<file path="src/rtl/rr_mux_arbiter_pkg.sv">
// Shared definitions for the round-robin arbiter that drives the 8:1 data mux select lines.
package rr_mux_arbiter_pkg;

  localparam int unsigned N_REQ = 8;
  localparam int unsigned SEL_W = 3;

  typedef enum logic {
    ST_IDLE  = 1'b0,
    ST_GRANT = 1'b1
  } state_t;

  // Decode a requester index into a one-hot vector.
  function automatic logic [N_REQ-1:0] onehot(input logic [SEL_W-1:0] idx);
    logic [N_REQ-1:0] vec;
    vec      = '0;
    vec[idx] = 1'b1;
    return vec;
  endfunction

endpackage

</file>
<file path="src/rtl/rr_mux_arbiter_pick.sv">
// Combinational round-robin pick: first unmasked request at or after ptr, wrapping.
module rr_pick
  import rr_mux_arbiter_pkg::*;
(
  input  logic [N_REQ-1:0] req,
  input  logic [SEL_W-1:0] ptr,
  input  logic [N_REQ-1:0] mask,
  output logic             found,
  output logic [SEL_W-1:0] idx
);

  logic [N_REQ-1:0]   masked;
  logic [2*N_REQ-1:0] doubled;
  logic [N_REQ-1:0]   rotated;
  logic [SEL_W-1:0]   offset;

  assign masked  = req & ~mask;
  assign doubled = {masked, masked} >> ptr;
  assign rotated = doubled[N_REQ-1:0];

  // Lowest set bit of the rotated vector is the first request at or after ptr.
  always_comb begin
    found  = 1'b0;
    offset = '0;
    for (int i = N_REQ - 1; i >= 0; i--) begin
      if (rotated[i]) begin
        found  = 1'b1;
        offset = SEL_W'(i);
      end
    end
  end

  assign idx = offset + ptr;

endmodule

</file>
<file path="src/rtl/rr_mux_arbiter.sv">
// Round-robin arbiter with per-grant hold limit; registered one-hot grant and mux select.
module rr_mux_arbiter
  import rr_mux_arbiter_pkg::*;
#(
  parameter int unsigned MAX_HOLD = 4
) (
  input  logic             clk,
  input  logic             rst,
  input  logic [N_REQ-1:0] req,
  output logic [N_REQ-1:0] gnt,
  output logic [SEL_W-1:0] sel,
  output logic             valid
);

  localparam int unsigned HOLD_W = (MAX_HOLD > 0) ? $clog2(MAX_HOLD + 1) : 1;
  localparam logic [HOLD_W-1:0] HOLD_MAX = HOLD_W'(MAX_HOLD);
  localparam logic [HOLD_W-1:0] HOLD_ONE = HOLD_W'(1);

  state_t            state_q, state_d;
  logic [N_REQ-1:0]  gnt_d;
  logic [SEL_W-1:0]  sel_d;
  logic              valid_d;
  logic [SEL_W-1:0]  ptr_q, ptr_d;
  logic [HOLD_W-1:0] hold_q, hold_d;

  logic [SEL_W-1:0]  next_idx;
  logic [SEL_W-1:0]  pick_ptr;
  logic [N_REQ-1:0]  pick_mask;
  logic              pick_found;
  logic [SEL_W-1:0]  pick_idx;

  // While granted, search starts past the owner with the owner excluded.
  assign next_idx  = sel + SEL_W'(1);
  assign pick_ptr  = (state_q == ST_GRANT) ? next_idx : ptr_q;
  assign pick_mask = (state_q == ST_GRANT) ? onehot(sel) : '0;

  rr_pick u_pick (
    .req   (req),
    .ptr   (pick_ptr),
    .mask  (pick_mask),
    .found (pick_found),
    .idx   (pick_idx)
  );

  always_ff @(posedge clk or posedge rst) begin
    if (rst) begin
      state_q <= ST_IDLE;
      gnt     <= '0;
      sel     <= '0;
      valid   <= 1'b0;
      ptr_q   <= '0;
      hold_q  <= '0;
    end else begin
      state_q <= state_d;
      gnt     <= gnt_d;
      sel     <= sel_d;
      valid   <= valid_d;
      ptr_q   <= ptr_d;
      hold_q  <= hold_d;
    end
  end

  always_comb begin
    state_d = state_q;
    gnt_d   = gnt;
    sel_d   = sel;
    valid_d = valid;
    ptr_d   = ptr_q;
    hold_d  = hold_q;
    case (state_q)
      ST_IDLE: begin
        if (pick_found) begin
          state_d = ST_GRANT;
          gnt_d   = onehot(pick_idx);
          sel_d   = pick_idx;
          valid_d = 1'b1;
          hold_d  = HOLD_ONE;
        end
      end
      ST_GRANT: begin
        if (!req[sel]) begin
          ptr_d = next_idx;
          if (pick_found) begin
            gnt_d  = onehot(pick_idx);
            sel_d  = pick_idx;
            hold_d = HOLD_ONE;
          end else begin
            state_d = ST_IDLE;
            gnt_d   = '0;
            valid_d = 1'b0;
          end
        end else if ((MAX_HOLD != 0) && (hold_q == HOLD_MAX)) begin
          // Hold limit reached: rotate if anyone else is waiting, else restart the count.
          hold_d = HOLD_ONE;
          if (pick_found) begin
            gnt_d = onehot(pick_idx);
            sel_d = pick_idx;
            ptr_d = next_idx;
          end
        end else if ((MAX_HOLD != 0) && (hold_q < HOLD_MAX)) begin
          hold_d = hold_q + HOLD_ONE;
        end
      end
      default: state_d = ST_IDLE;
    endcase
  end

endmodule

</file>
<file path="config.mk">
export PLATFORM = sky130hd
export DESIGN_NAME = rr_mux_arbiter
export DESIGN_NICKNAME = d
export VERILOG_FILES = /design/src/rtl/rr_mux_arbiter_pkg.sv /design/src/rtl/rr_mux_arbiter_pick.sv /design/src/rtl/rr_mux_arbiter.sv
export SDC_FILE = /design/constraint.sdc
export NUM_CORES = 1
export LEC_CHECK = 0
export CAP_MARGIN = 25
export CELL_PAD_IN_SITES_DETAIL_PLACEMENT = 0
export CELL_PAD_IN_SITES_GLOBAL_PLACEMENT = 1
export CORE_MARGIN = 1
export CORE_UTILIZATION = 47
export DETAILED_ROUTE_END_ITERATION = 8
export GPL_ROUTABILITY_DRIVEN = 0
export MAX_ROUTING_LAYER = met4
export PLACE_DENSITY = 0.92
export SYNTH_ARGS = -nofsm -noshare
export SYNTH_HDL_FRONTEND = slang
export SYNTH_SLANG_ARGS = --single-unit
</file>
<file path="constraint.sdc">
create_clock -name clk -period 8.51 [get_ports clk]
set_input_delay 1.2765 -clock clk [delete_from_list [all_inputs] [get_ports clk]]
set_output_delay 1.2765 -clock clk [all_outputs]
set_load 0.05 [all_outputs]
</file>
# Word level (Yosys, flattened, before mapping)
# Index checks and enable logic that the tools add are counted.
word_totals:
  output_inout_bits: 12
  input_bits: 10
  register_bits: 19
  elab_cells: 78
classes:
  bitwise: 3
  magnitude_cmp: 5
  n_reduce_logical: 4
  shifts: 1
  mux: 48
  n_eq_ne: 8
  addsub: 3
ops:
  columns: ["operator", "count"]
  rows:
  - ["$mux W3", 19]
  - ["$mux W8", 5]
  - ["$mux W1", 16]
  - ["$pmux W8 S2", 1]
  - ["$shr A16 B3 Y8", 1]
  - ["$pmux W3 S2", 2]
  - ["$and A8 B8 Y8", 1]
  - ["$lt A3 B4 Y1 const B", 2]
  - ["$ne A2 B2 Y1 const B", 4]
  - ["$not A8 Y8", 1]
  - ["$add A3 B1 Y3 const B", 2]
  - ["$demux W1 S3", 2]
  - ["$ge A3 B1 Y1 const B", 2]
  - ["$reduce_and A3 Y1", 2]
  - ["$ne A4 B2 Y1 const B", 1]
  - ["$pmux W1 S2", 2]
  - ["$add A3 B3 Y3", 1]
  - ["$bmux W1 S3", 1]
  - ["$eq A3 B3 Y1 const B", 1]
  - ["$lt A3 B3 Y1 const B", 1]
  - ["$ne A3 B2 Y1 const B", 1]
  - ["$logic_and A1 B1 Y1", 2]
  - ["$ne A2 B1 Y1 const B", 1]
  - ["$not A1 Y1", 1]

# Depth between registers and ports, before layout
depth:
  word_depth: 25
  ltp_mapped: 16

# Modules after synthesis
# From an unflattened synthesis, not the netlist that was laid out.
hier_totals:
  hier_cells: 213
  area_unflattened_um2: 1909.3
modules_own_cells:
  columns: ["mod", "cells_each", "area_each_um2", "seq_area_each_um2", "n_inst"]
  rows:
  - ["rr_mux_arbiter", 133, 1177.4, 475.5, 1]
  - ["rr_pick", 80, 732.0, 0.0, 1]

# Worst setup path before layout
# Ideal clock, no wire load.
synth_timing:
  path_type: "input-to-reg"
  startpoint: "input req[6]"
  endpoint: "register gnt[2]"
  path_buffers: 0
  required_time_ps: 8423
  arrival_ps: 4041
  path_slack_ps: 4382
  cell_stages: 12
  setup_time_ps: 87
  path_cell_list: "mux4_2 inv_1 o221ai_1 a22oi_1 o21ai_0 a32oi_1 o32ai_1 ha_1 fa_1 nor3b_1 a41oi_1 a22oi_1"
synth_between:
  elab_chain_cells: 19
  elab_cells_between_ends: 32
  cone_classes: "1 x add/sub; 2 x order compare; 1 x eq/ne; 1 x shift; 25 x mux; 1 x bitwise; 1 x reduce/logical"
synth_rtl:
  columns: ["item", "line_no", "rtl"]
  rows:
  - ["from (decl)", "rr_mux_arbiter.sv:9", "input logic [N_REQ-1:0] req,"]
  - ["$and A8 B8 Y8 (*)", "rr_mux_arbiter_pick.sv:17", "assign masked = req & ~mask;"]
  - ["$shr A16 B3 Y8 (*)", "rr_mux_arbiter_pick.sv:18", "assign doubled = {masked, masked} >> ptr;"]
  - ["$mux W3 (7 in a row)", "rr_mux_arbiter_pick.sv:26", "if (rotated[i]) begin"]
  - ["$mux W3 (*)", "rr_mux_arbiter_pick.sv:26", null]
  - ["$add A3 B3 Y3 (*)", "rr_mux_arbiter_pick.sv:33", "assign idx = offset + ptr;"]
  - ["net pick_idx[1]", "rr_mux_arbiter.sv:30", "logic [SEL_W-1:0] pick_idx;"]
  - ["$lt A3 B4 Y1 (not written as such) / $ge A3 B1 Y1 (equally long branches)", "rr_mux_arbiter_pkg.sv:16", "vec[idx] = 1'b1;"]
  - ["$logic_and A1 B1 Y1 (not written as such)", "rr_mux_arbiter_pkg.sv:16", null]
  - ["$mux W1 (not written as such)", "rr_mux_arbiter_pkg.sv:16", null]
  - ["$demux W1 S3 (*)", "rr_mux_arbiter_pkg.sv:16", null]
  - ["$mux W8", "rr_mux_arbiter.sv:72, rr_mux_arbiter.sv:95", null]
  - ["$mux W8", "rr_mux_arbiter.sv:92", "end else if ((MAX_HOLD != 0) && (hold_q == HOLD_MAX)) begin"]
  - ["$mux W8", "rr_mux_arbiter.sv:81", "if (!req[sel]) begin"]
  - ["$pmux W8 S2 (*)", "rr_mux_arbiter.sv:70", "case (state_q)"]
  - ["to (signal assigned)", "rr_mux_arbiter.sv:55", "gnt <= gnt_d;"]
  - ["to (decl)", "rr_mux_arbiter.sv:10", "output logic [N_REQ-1:0] gnt,"]
# The timed path passes the listed nets; every way through them passes the cells marked *. The select of a mux whose other input is x is not followed.
# A chain may end at the register's enable or synchronous reset.

# Worst setup path in the final report
layout_timing:
  startpoint: "input req[7]"
  endpoint: "register gnt[1]"
# The elaborated chain is that of the path after synthesis.

==> impl_results.md <==
* Area Growth Syn to Fin at 12.7%
* Post-synth top cells: 19 x dfrtp_1, 12 x nand2_1, 11 x a32oi_1, 10 x nand3_1, 10 x o211ai_1
* Clock root cell: clkbuf_8
* Xor-xnor portion of the synthesized cell area at 0.00895
* Final min period at 5.16 ns
* Crit Path Class: in2reg
* Final worst slack at 3.35 ns
* Register bit total from synthesis at 19
* Post-cts sizing count at 0
* CTS H-tree lvls at 1
* # fillers at 377
* Initial core utilization at 0.489
* Post-route antenna net violation count at 0
* CP Max Fanout at 9
* DRT Wirelength at 5120 um
* Die width at 66.5 um
* Slowest CP cell: clkdlybuf4s50_1
* Adder-Cell Fraction of Synth Area at 0.0358
* Insertion delay to the later sink of the worst-skew pair at 0.26 ns
* Slew HR at 0.504
* Synth Flop Type: dfrtp_1
* CP peak stage delay at 0.60 ns
* Final hold vios at 0
* Fmax at 0.194 GHz
* Largest family of logic cells by synthesized area: compound AO/OA/AOI/OAI gates
* DRT Pass-1 Iters at 7
* Max-Cap Viols at 0
* Number of synthesized flops with an enable pin at 0
* Postcts setup bufs at 0
* Seq/Total Area, Yosys at 0.243
* Final worst-path cycle share at 0.606
* Final nets at 240
* Hpwl dp at 3640 um
* CP endpoint kind: flip-flop
* Via/cell ratio at 7.01
* Hold buffer count at cts at 0
* Syn. warnings at 0
* Synth cell types at 54
* Largest net degree at the start of global routing at 25
* Compound-cell area share of the yosys netlist at 0.333
* Area contributors post-synth: dfrtp_1 24%, mux4_2 8.1%, a32oi_1 4.9%
* Synthesized area per cell at 9.23 um^2
* Cell with the most instances after synthesis: dfrtp_1
* Worst Tran Pin Value at 0.744 ns
* Core Area at 4000 um^2
* CTS tree: built
* Post-Synthesis Cells at 212
* Worst EP arrival at 5.33 ns
* Critical path required time at 8.67 ns
* Die height at 66.5 um
* DRC at 0
* CTS clk-pin slew, worst paths at 0.07 ns
* GRT Util Overall at 0.262
* Synthesized cell area at 1960 um^2
* Setup Skew at 0.00836 ns
* Outcome: finished, final reports clean
* RSZ-0062 raised after global routing: no
* Post-Route Setup TNS at 0 ns
* Worst hold path class: reg2reg
* Synth Area in Simple Gates at 0.161
* First-pass GRT wire length at 8570 um
* Antenna violations before repair at 0
* N_diodes at 0
* Synth top area share at 0.243
* Post-synthesis mux area share at 0.165
* Vias at 1920
* CTS sink count at 19
* Vias in the first global route at 1701
* Ratio of cells with drive above 1 in the final layout at 0.107
* WL/cell at 18.7 um
* Initial drt markers at 249
* Synth async-reset ratio at 1.00
* Std cell rows at 23
* Synth area leader: dfrtp_1
* CP Launch Type: input port
* Total die area at 4430 um^2
* Clock Tree Buf Depth at 2
* Mapped Nets at 227
* Crit path cell chain: clkdlybuf4s50_1 -> a21boi_0 -> a21oi_1 -> a211oi_1 -> o211ai_1 -> o21ai_0 -> a32oi_1 -> o32ai_1 -> ha_1 -> fa_1 -> nor3b_1 -> a41oi_1 -> a22oi_1
* # setup viols final at 0
* Top-Level Pins at 22
* Input/output buffers at 21
* GR Overflow Total at 0
* Pre-CTS setup slack at 3.20 ns
* Cts bufs inserted at 3
* Fin. max-slew vios at 0
sequential cells by signal (all words and copies together) (netlist names):
name     flops
hold_q       3
valid        1
ptr_q        3
state_q      1
gnt          8
sel          3
cell usage in the layout (no fill, tap or decap), types with 6 or more instances in the layout:
cell,netlist,routed
mux4_2,7,7
o211ai_1,10,10
a22oi_1,9,9
a41oi_1,9,9
mux2i_1,6,6
a21oi_1,7,7
nor2_1,8,8
a32oi_1,11,11
nand2_1,12,12
dfrtp_1,19,19
clkdlybuf4s50_1,0,21
o21ai_0,7,7
nand2b_1,7,7
inv_1,9,9
nand3_1,10,10
worst paths after layout:
| path | start | to | slack (ns) | cells after the start |
|---|---|---|---|---|
| worst max-delay path | req[7] | gnt[1]$_DFFE_PP0N_ | 3.35 | 13 |
| worst min-delay path | hold_q[0]$_DFFE_PP0P_ | hold_q[0]$_DFFE_PP0P_ | 0.52 | 1 |
| worst max register to register | sel[0]$_DFFE_PP0P_ | gnt[1]$_DFFE_PP0N_ | 3.87 | 13 |
| worst min register to register | hold_q[0]$_DFFE_PP0P_ | hold_q[0]$_DFFE_PP0P_ | 0.52 | 1 |
| max in group asynchronous | rst | ptr_q[2]$_DFFE_PP0P_ | 6.61 | 2 |
| min in group asynchronous | rst | sel[0]$_DFFE_PP0P_ | 1.44 | 2 |
cell families after synthesis:
logic type      after synthesis
compound gates               84
buf+inv                      22
mux                          22
xor+xnor                      2
simple gates                 58
fa+ha+maj                     5
flops                        19
through the flow:
| step | hold WS (ns) | util | instance area [um^2] | cells |
|---|---|---|---|---|
| after CTS | 0.518 | 0.551 | 2210 | 274 |
| after floorplan | 0.470 | - | 1960 | 212 |
| after detailed placement | 0.496 | 0.540 | 2160 | 270 |
| after global placement | 0.492 | 0.540 | 2160 | 270 |
| after global routing | 0.536 | 0.551 | 2210 | 274 |
| final | 0.516 | 0.551 | 2210 | 274 |
final cells by class:
type | count | area (um^2) | area share
Multi-Input combinational cell | 171 | 1380 | 0.625
Sequential cell | 19 | 475 | 0.216
Timing Repair Buffer | 21 | 210 | 0.0953
Tap cell | 50 | 62.6 | 0.0284
Clock buffer | 3 | 41.3 | 0.0187
Inverter | 9 | 33.8 | 0.0153
Clock inverter | 1 | 5.00 | 0.00227
critical path: cells and delay by family:
kind / cells / cell delay, ns
fa+ha+maj: 2 / 0.77
buf+inv: 1 / 0.60
compound gates: 9 / 2.22
simple gates: 1 / 0.45
metal layers:
metal	GRT usage	share of wire	wire length, um	vias up
met2	0.388	0.45	2280	95
met3	0.0274	0.067	341	13
li1	-	-	-	885
met1	0.380	0.47	2390	927
met4	0.0691	0.019	99	0
met5	-	0	0	-
Power is not shown: default switching activity piles up to over one toggle a cycle in this logic, so the estimate is an artifact.
